===== config.mk =====
export PLATFORM = sky130hd
export DESIGN_NAME = cordic_rotator
export DESIGN_NICKNAME = d
export VERILOG_FILES = /design/src/rtl/cordic_rotator.sv
export SDC_FILE = /design/constraint.sdc
export NUM_CORES = 1
export LEC_CHECK = 0
export BUFFER_PORTS_ARGS = -buffer_cell sky130_fd_sc_hd__buf_4
export CAP_MARGIN = 5
export CORE_MARGIN = 8
export CORE_UTILIZATION = 35
export CTS_BUF_LIST = sky130_fd_sc_hd__clkbuf_4
export DETAILED_ROUTE_END_ITERATION = 16
export PLACE_DENSITY = 0.61
export SYNTH_ARGS = -nofsm -noshare
export SYNTH_HDL_FRONTEND = slang
export SYNTH_SLANG_ARGS = --single-unit
export TNS_END_PERCENT = 50

===== constraint.sdc =====
create_clock -name clk -period 14.9 [get_ports clk]
set_input_delay 2.98 -clock clk [delete_from_list [all_inputs] [get_ports clk]]
set_output_delay 2.98 -clock clk [all_outputs]
set_load 0.05 [all_outputs]

===== src/rtl/cordic_rotator.sv =====
// Iterative rotation-mode CORDIC: one micro-rotation per clock, returns cos/sin of a
// fixed-point angle behind valid/ready handshakes on both sides.
module cordic_rotator #(
    parameter int INTS  = 1,
    parameter int FRACS = 21,
    parameter int WIDTH = INTS + FRACS + 1,
    parameter int ITER  = 16
) (
    input  logic           clk,
    input  logic           rst,
    input  logic           in_valid,
    output logic           in_ready,
    input  logic [WIDTH:0] theta,
    output logic           out_valid,
    input  logic           out_ready,
    output logic [WIDTH:0] cos_out,
    output logic [WIDTH:0] sin_out,
    output logic           range_err
);

    localparam int ZW = WIDTH + 3;
    localparam int CW = (ITER > 1) ? $clog2(ITER) : 1;

    typedef logic signed [ZW-1:0] word_t;
    typedef enum logic [1:0] {IDLE, RUN, DONE} state_t;

    // atan(1/n) scaled by 2^60, alternating Taylor series in pure integer arithmetic
    function automatic longint atan_recip(input longint n);
        longint p;
        longint acc;
        p   = (longint'(1) <<< 60) / n;
        acc = 0;
        for (int unsigned k = 0; k < 40; k++) begin
            if (k[0])
                acc = acc - p / longint'(2 * k + 1);
            else
                acc = acc + p / longint'(2 * k + 1);
            p = p / n / n;
        end
        return acc;
    endfunction

    // atan(1) = atan(1/2) + atan(1/3) keeps the series convergent for entry 0
    function automatic word_t atan_fx(input int unsigned i);
        longint v;
        if (i == 0)
            v = atan_recip(2) + atan_recip(3);
        else
            v = atan_recip(longint'(1) <<< i);
        return word_t'((v + (longint'(1) <<< (59 - FRACS))) >>> (60 - FRACS));
    endfunction

    function automatic logic [ITER*ZW-1:0] build_atan_table();
        logic [ITER*ZW-1:0] t;
        t = '0;
        for (int unsigned i = 0; i < ITER; i++)
            t = t | ((ITER * ZW)'(unsigned'(atan_fx(i))) << (i * ZW));
        return t;
    endfunction

    localparam logic [ITER*ZW-1:0] ATAN_TABLE = build_atan_table();
    localparam word_t K_FX       = word_t'($rtoi(0.6072529350088813 * (2.0 ** FRACS) + 0.5));
    localparam word_t HALF_PI_FX = word_t'($rtoi(1.5707963 * (2.0 ** FRACS) + 0.5));
    localparam word_t SAT_MAX    = {3'b000, {WIDTH{1'b1}}};
    localparam word_t SAT_MIN    = {3'b111, {WIDTH{1'b0}}};

    function automatic logic [WIDTH:0] sat(input word_t v);
        if (v > SAT_MAX)
            return SAT_MAX[WIDTH:0];
        else if (v < SAT_MIN)
            return SAT_MIN[WIDTH:0];
        else
            return v[WIDTH:0];
    endfunction

    state_t         state_q, state_d;
    word_t          x_q, x_d, y_q, y_d, z_q, z_d;
    logic [CW-1:0]  cnt_q, cnt_d;
    logic           in_ready_q, in_ready_d;
    logic           out_valid_q, out_valid_d;
    logic [WIDTH:0] cos_q, cos_d, sin_q, sin_d;
    logic           range_err_q, range_err_d;

    word_t theta_ext, theta_abs;
    word_t x_sh, y_sh, atan_cur;

    assign theta_ext = {{2{theta[WIDTH]}}, theta};
    assign theta_abs = theta_ext[ZW-1] ? -theta_ext : theta_ext;

    always_comb begin
        state_d     = state_q;
        x_d         = x_q;
        y_d         = y_q;
        z_d         = z_q;
        cnt_d       = cnt_q;
        in_ready_d  = in_ready_q;
        out_valid_d = out_valid_q;
        cos_d       = cos_q;
        sin_d       = sin_q;
        range_err_d = range_err_q;
        x_sh        = x_q >>> cnt_q;
        y_sh        = y_q >>> cnt_q;
        atan_cur    = word_t'(ATAN_TABLE >> (cnt_q * ZW));

        case (state_q)
            IDLE: begin
                in_ready_d = 1'b1;
                if (in_valid && in_ready_q) begin
                    x_d         = K_FX;
                    y_d         = '0;
                    z_d         = theta_ext;
                    cnt_d       = '0;
                    range_err_d = (theta_abs > HALF_PI_FX);
                    in_ready_d  = 1'b0;
                    state_d     = RUN;
                end
            end
            RUN: begin
                in_ready_d = 1'b0;
                if (!z_q[ZW-1]) begin
                    x_d = x_q - y_sh;
                    y_d = y_q + x_sh;
                    z_d = z_q - atan_cur;
                end else begin
                    x_d = x_q + y_sh;
                    y_d = y_q - x_sh;
                    z_d = z_q + atan_cur;
                end
                cnt_d = cnt_q + CW'(1);
                if (cnt_q == CW'(ITER - 1))
                    state_d = DONE;
            end
            DONE: begin
                in_ready_d = 1'b0;
                // First DONE cycle captures the final x/y; the handshake only counts once valid is up
                if (!out_valid_q) begin
                    cos_d       = sat(x_q);
                    sin_d       = sat(y_q);
                    out_valid_d = 1'b1;
                end else if (out_ready) begin
                    out_valid_d = 1'b0;
                    in_ready_d  = 1'b1;
                    state_d     = IDLE;
                end
            end
            default: begin
                state_d     = IDLE;
                out_valid_d = 1'b0;
                in_ready_d  = 1'b0;
            end
        endcase
    end

    always_ff @(posedge clk or posedge rst) begin
        if (rst) begin
            state_q     <= IDLE;
            x_q         <= '0;
            y_q         <= '0;
            z_q         <= '0;
            cnt_q       <= '0;
            in_ready_q  <= 1'b0;
            out_valid_q <= 1'b0;
            cos_q       <= '0;
            sin_q       <= '0;
            range_err_q <= 1'b0;
        end else begin
            state_q     <= state_d;
            x_q         <= x_d;
            y_q         <= y_d;
            z_q         <= z_d;
            cnt_q       <= cnt_d;
            in_ready_q  <= in_ready_d;
            out_valid_q <= out_valid_d;
            cos_q       <= cos_d;
            sin_q       <= sin_d;
            range_err_q <= range_err_d;
        end
    end

    assign in_ready  = in_ready_q;
    assign out_valid = out_valid_q;
    assign cos_out   = cos_q;
    assign sin_out   = sin_q;
    assign range_err = range_err_q;

endmodule


## After elaboration in Yosys (flattened, before gate mapping)

Cells that the tools add are included.

| word-level totals | value |
|---|---|
| output and inout bits | 51 |
| word-level logic and storage cells | 71 |
| bits in registers | 135 |
| input port bits | 28 |

| operators by class | value |
|---|---|
| add/subtract/negate cells | 8 |
| reductions and logical operators | 8 |
| shift-type cells | 3 |
| order comparisons | 5 |
| equal/unequal tests | 7 |
| bitwise gates (word level) | 1 |
| multipliers | 1 |
| mux-type cells | 28 |

Operator list:

| operator | count |
|---|---|
| $shr A397 B9 Y26 const A | 1 |
| $mux W26 | 7 |
| $pmux W26 S2 | 3 |
| $mux W24 | 4 |
| $add A26 B26 Y26 | 3 |
| $sub A26 B26 Y26 | 3 |
| $gt A26 B24 Y1 const B | 2 |
| $lt A26 B24 Y1 const B | 2 |
| $sshr A26 B4 Y26 | 2 |
| $gt A26 B23 Y1 const B | 1 |
| $neg A24 Y26 | 1 |
| $mul A4 B4 Y8 const B | 1 |
| $mux W2 | 4 |
| $ne A2 B2 Y1 const B | 4 |
| $pmux W4 S2 | 1 |
| $pmux W2 S3 | 1 |
| $reduce_and A2 Y1 | 3 |
| $mux W1 | 5 |
| $add A4 B1 Y4 const B | 1 |
| $eq A4 B4 Y1 const B | 1 |
| $mux W4 | 1 |
| $pmux W1 S2 | 2 |
| $reduce_and A4 Y1 | 1 |
| $eq A2 B1 Y1 const B | 1 |
| 6 further kinds | 6 |

## Logic depth before layout (Yosys ltp)

| logic depth | value |
|---|---|
| word-level depth | 5 |
| gate-level depth with buffers | 26 |
| mapped depth without buffers | 21 |

## Least setup slack after synthesis

Ideal clock, no wire load.

| timing | value |
|---|---|
| path type | in2reg |
| start point | in theta[4] |
| end point | reg range_err_q, in the netlist range_err |
| arrival time | 5450 ps |
| library setup time | 125 ps |
| path buffers | 2 |
| required time | 14775 ps |
| stages on the path | 10 |
| slack | 9326 ps |
| cells stage by stage | clkbuf_1 -> or4b_2 -> clkbuf_1 -> nor4_1 -> nand2_1 -> a2111oi_0 -> nor4_1 -> a21oi_1 -> o22ai_1 -> mux2_2 |

| between the ends | value |
|---|---|
| cells in the longest elaborated chain, start to end | 3 |

RTL lines:

| what | line | text |
|---|---|---|
| from (decl) | 13 | `input logic [WIDTH:0] theta,` |
| $neg A24 Y26 | 88 | `assign theta_abs = theta_ext[ZW-1] ? -theta_ext : theta_ext;` |
| $mux W26 * | 88 |  |
| $gt A26 B23 Y1 * | 113 | `range_err_d = (theta_abs > HALF_PI_FX);` |
| to (signal assigned) | 176 | `range_err_q <= range_err_d;` |
| to (decl) | 82 | `logic range_err_q, range_err_d;` |

Mark *: on every way between the ends. The rest lies on a longest branch, timed or not.
A chain may end at the register's enable or synchronous reset.

## Worst setup path in the final report

| timing | value |
|---|---|
| start point | reg cnt_q[1] |
| end point | reg x_q[25] |

| between the ends | value |
|---|---|
| cells in the longest elaborated chain, start to end | 4 |
| elaborated cells on any way between the ends | 5 |
| classes of those cells | add/sub: 2; shift: 1; mux: 2 |

RTL lines:

| what | line | text |
|---|---|---|
| from (decl) | 78 | `logic [CW-1:0] cnt_q, cnt_d;` |
| from (signal assigned) | 171 | `cnt_q <= cnt_d;` |
| $sshr A26 B4 Y26 * | 102 | `y_sh = y_q >>> cnt_q;` |
| $sub A26 B26 Y26 / $add A26 B26 Y26 (equally long branches) | 121, 125 |  |
| $mux W26 * | 120 | `if (!z_q[ZW-1]) begin` |
| $pmux W26 S2 * | 105 | `case (state_q)` |
| to (signal assigned) | 157 | `x_q <= '0;` |
| to (signal assigned) | 168 | `x_q <= x_d;` |
| to (decl) | 77 | `word_t x_q, x_d, y_q, y_d, z_q, z_d;` |

Marked as above.

==> results <==
- The flow ran to the end, and the final reports show no timing, DRC or antenna violations.
- The setup path with the least slack is of type reg -> reg.
- STA puts the critical path data arrival time at 7.11 ns.
- The top cell types in the final layout, fill and taps aside, are 190 x nand2_1, 182 x o21ai_0, 162 x nor2_1.
- The number of synthesized flops with an enable pin is 0.
- The total via count in the routed design is 13,280.
- After detailed routing, the number of remaining DRC violations is 0.
- The first global-routing pass estimated 69.78 mm of wire.
- Cells with a size suffix above 1 make up 14.15% of the layout.
- The initial standard-cell utilization of the core is 35.20%.
- The transition time at the pin with the least slew margin is 1.056 ns.
- The clock passes through at most 2 buffers.
- The number of nets in the synthesized netlist is 1,834.
- TritonCTS built the clock tree.
- The signal on the critical path passes through buf_4 > mux4_2 > mux2i_1 > o221ai_1 > inv_1 > ha_1 > inv_1 > a211oi_1 > nor2b_1 > and2_1 > nor2_1 > xnor2_1 > ha_1 > or2_2 > a211oi_1 > nand2b_1 > o21ai_0 > a31oi_1 > a22o_1 > o41ai_1 > xnor2_1 > o22ai_1.
- After detailed routing, the average wire length per cell comes to 19.08 um.
- The type of origin of the critical path is a register.
- Summing all non-filler instances in the final layout gives an area of 15,490 um2.
- The die is 217.7 um wide.
- The number of pins exceeding their max-slew limit in the final report was 0.
- The mean instance size in the synthesized netlist is 8.314 um2.
- Across the run, the number of max-cap violations was 0.
- The final number of hold-violating endpoints is 0.
- The number of buffers added to fix hold violations after cts is 0.
- The cell row count is 74.
- Summing the sequential cell areas from Yosys gives 23.72% of the chip area.
- The count of pins on the block boundary is 79.
- The post-place instance area is 15,190 um2.
- The total overflow left after global routing is 0.
- Clock-pin slew was measured on the worst setup and hold paths at 0.13 ns.
- The post-route minimum period is 6.634 ns.
- The global-route usage over all layers is 18.07%.
- The dominant synthesized flop cell is dfrtp_1.
- The library cell used most frequently in the layout, excluding fill and tap cells, is nand2_1.
- The area added between synthesis and finish is 8.769%.
- The number of setup buffers added after CTS is 0.
- The number of H-tree branching levels is 4.
- Synthesis produced 1,713 cells.
- Timing would allow up to 150.7 MHz.
- The number of clock buffers added by TritonCTS is 17.
- The initial detailed-routing violation count is 1,143.
- The number of gates resized after CTS was 0.
- On the final layout, the worst hold slack is 0.4909 ns.
- Setup repair after global routing left no endpoint under its margin.
- The distinct cell type count of the synthesized netlist is 79.
- Clock latency on the worst-skew pair, taken at its later pin, is 0.63 ns.
- The worst hold path belongs to the class reg -> reg.
- Summed over all layers, the routed wires come to 43.26 mm.
- The fraction of the cycle the final worst path needs is 44.52%.
- Before antenna repair, the detailed router went through 5 iterations.
- The final count of negative-setup-slack endpoints is 0.
- The die covers 47,400 um2.
- For the final database, setup skew stands at 0.02203 ns.
- The tightest slew margin relative to the limit is 29.58%.
- The final sum of negative setup slack is 0 ns.
- The via count of the first global-routing pass came to 13,030.
- For this run, asynchronously set or reset flops after synthesis account for 100.0%.
- Buffers placed on the I/O ports in this run total 78.
- The stage delay of the slowest cell on the critical path is 0.78 ns.
- The kind of end point of the critical path is a register.
- The number of nets in the finished design is 1,840.
- Entering global routing, the biggest net connects 81 pins.
- For this run, the number of Yosys warnings is 0.
- The tree built by TritonCTS fans out to 135 sinks.
- The highest-delay cell along the critical path is buf_4.
- The area of the mapped netlist is 14,240 um2.
- The routability-driven placement congestion ratio is 0.9276.
- Of all nets on the critical path, the largest fanout is 59.
- Dividing the detail-routed via count by the number of cells gives 5.856.
- The number of flip-flops and latches in the synthesized netlist is 135.
- The tree is rooted in a clkbuf_4.
- The die is 217.7 um tall.
- The number of nets with antenna violations after routing is 0.
- The number of antenna violations at the first check in global routing is 2.
- The critical path required time is 15.37 ns.
- The total half-perimeter wirelength after legalization and detailed placement is 30.98 mm.
- The placeable core region is 40,460 um2.
[flip-flops by register name (all words and copies together) (netlist names)]
register / flops
z_q: 26
x_q: 26
y_q: 26
cnt_q: 4
sin_out: 24
out_valid: 1
in_ready: 1
state_q: 2
cos_out: 24
range_err: 1
[synthesized netlist by cell type, types with 23 or more instances]
cell,number,area [um2]
a21o_1,32,240.2
nand3_1,26,130.1
o21ai_0,182,910.9
nor2_1,163,611.8
clkbuf_1,72,270.3
a21oi_1,119,595.6
a31oi_1,24,150.1
nand2_1,190,713.2
xor2_1,58,508.0
o22ai_1,32,200.2
dfrtp_1,135,3378
mux2i_1,35,350.3
nor3_1,33,165.2
ha_1,90,1126
xnor2_1,70,613.1
mux4_2,64,1441
o21a_1,23,172.7
inv_1,40,150.1
mux2_2,24,270.3
[final timing paths]
path,from,to,slack [ns],depth (start not counted)
max,cnt_q[1],x_q[25],8.27,22
max reg2reg,cnt_q[1],x_q[25],8.27,22
min in group asynchronous,rst,sin_out[8],2.42,2
min,cos_out[6],cos_out[6],0.49,2
max in group asynchronous,rst,cnt_q[1],11.07,3
min reg2reg,cos_out[6],cos_out[6],0.49,2
[cells by family after synthesis]
logic type	after synthesis	synth area share (%)
adders and majority gates	93	8.329
muxes	123	14.48
DFF	135	23.72
and+or+nand+nor	548	17.84
xor gates and xnor gates	128	7.872
AOI/OAI and AO/OA	534	23.35
buffers and inverters	152	4.402
[metal layers]
layer | track usage, % | up-vias | share of wire, %
met5 | 0 | - | 0
met4 | 6.628 | 0 | 3.0
met3 | 3.537 | 84 | 5.8
met2 | 29.70 | 440 | 47
met1 | 23.32 | 6416 | 45
li1 | - | 6336 | -
[per-stage QoR]
| stage | std cells | setup slack [ns] | util (%) |
|---|---|---|---|
| 3_3_place_gp | 2232 | 8.488 | 37.53 |
| 5_1_grt | 2267 | 7.687 | 38.28 |
| 6_report | 2267 | 8.266 | 38.28 |
| 4_1_cts | 2264 | 8.305 | 38.26 |
| 3_5_place_dp | 2232 | 8.376 | 37.53 |
| 2_1_floorplan | 1713 | 8.309 | - |
[worst max-delay path, delay by kind of cell (launching register included)]
family	cells	cell delay, ns
flip-flops	1	0.68
buffers and inverters	3	0.99
adder cells (fa/ha/maj)	2	0.42
AND/OR/NAND/NOR	5	0.91
AO/OA/AOI/OAI	8	2.28
multiplexers	2	0.88
XOR/XNOR	2	0.31
[layout make-up]
class / instances / area (um2)
fillers: 4132 / 24970
clock buffers: 17 / 127.6
well taps: 532 / 665.6
multi-input cells: 1426 / 10250
flip-flops and latches: 135 / 3390
repair buffers: 95 / 713.2
inverters: 44 / 170.2
clock inverters: 15 / 167.7
diodes: 3 / 7.507
Power is not shown: default switching activity piles up to over one toggle a cycle in this logic, so the estimate is an artifact.
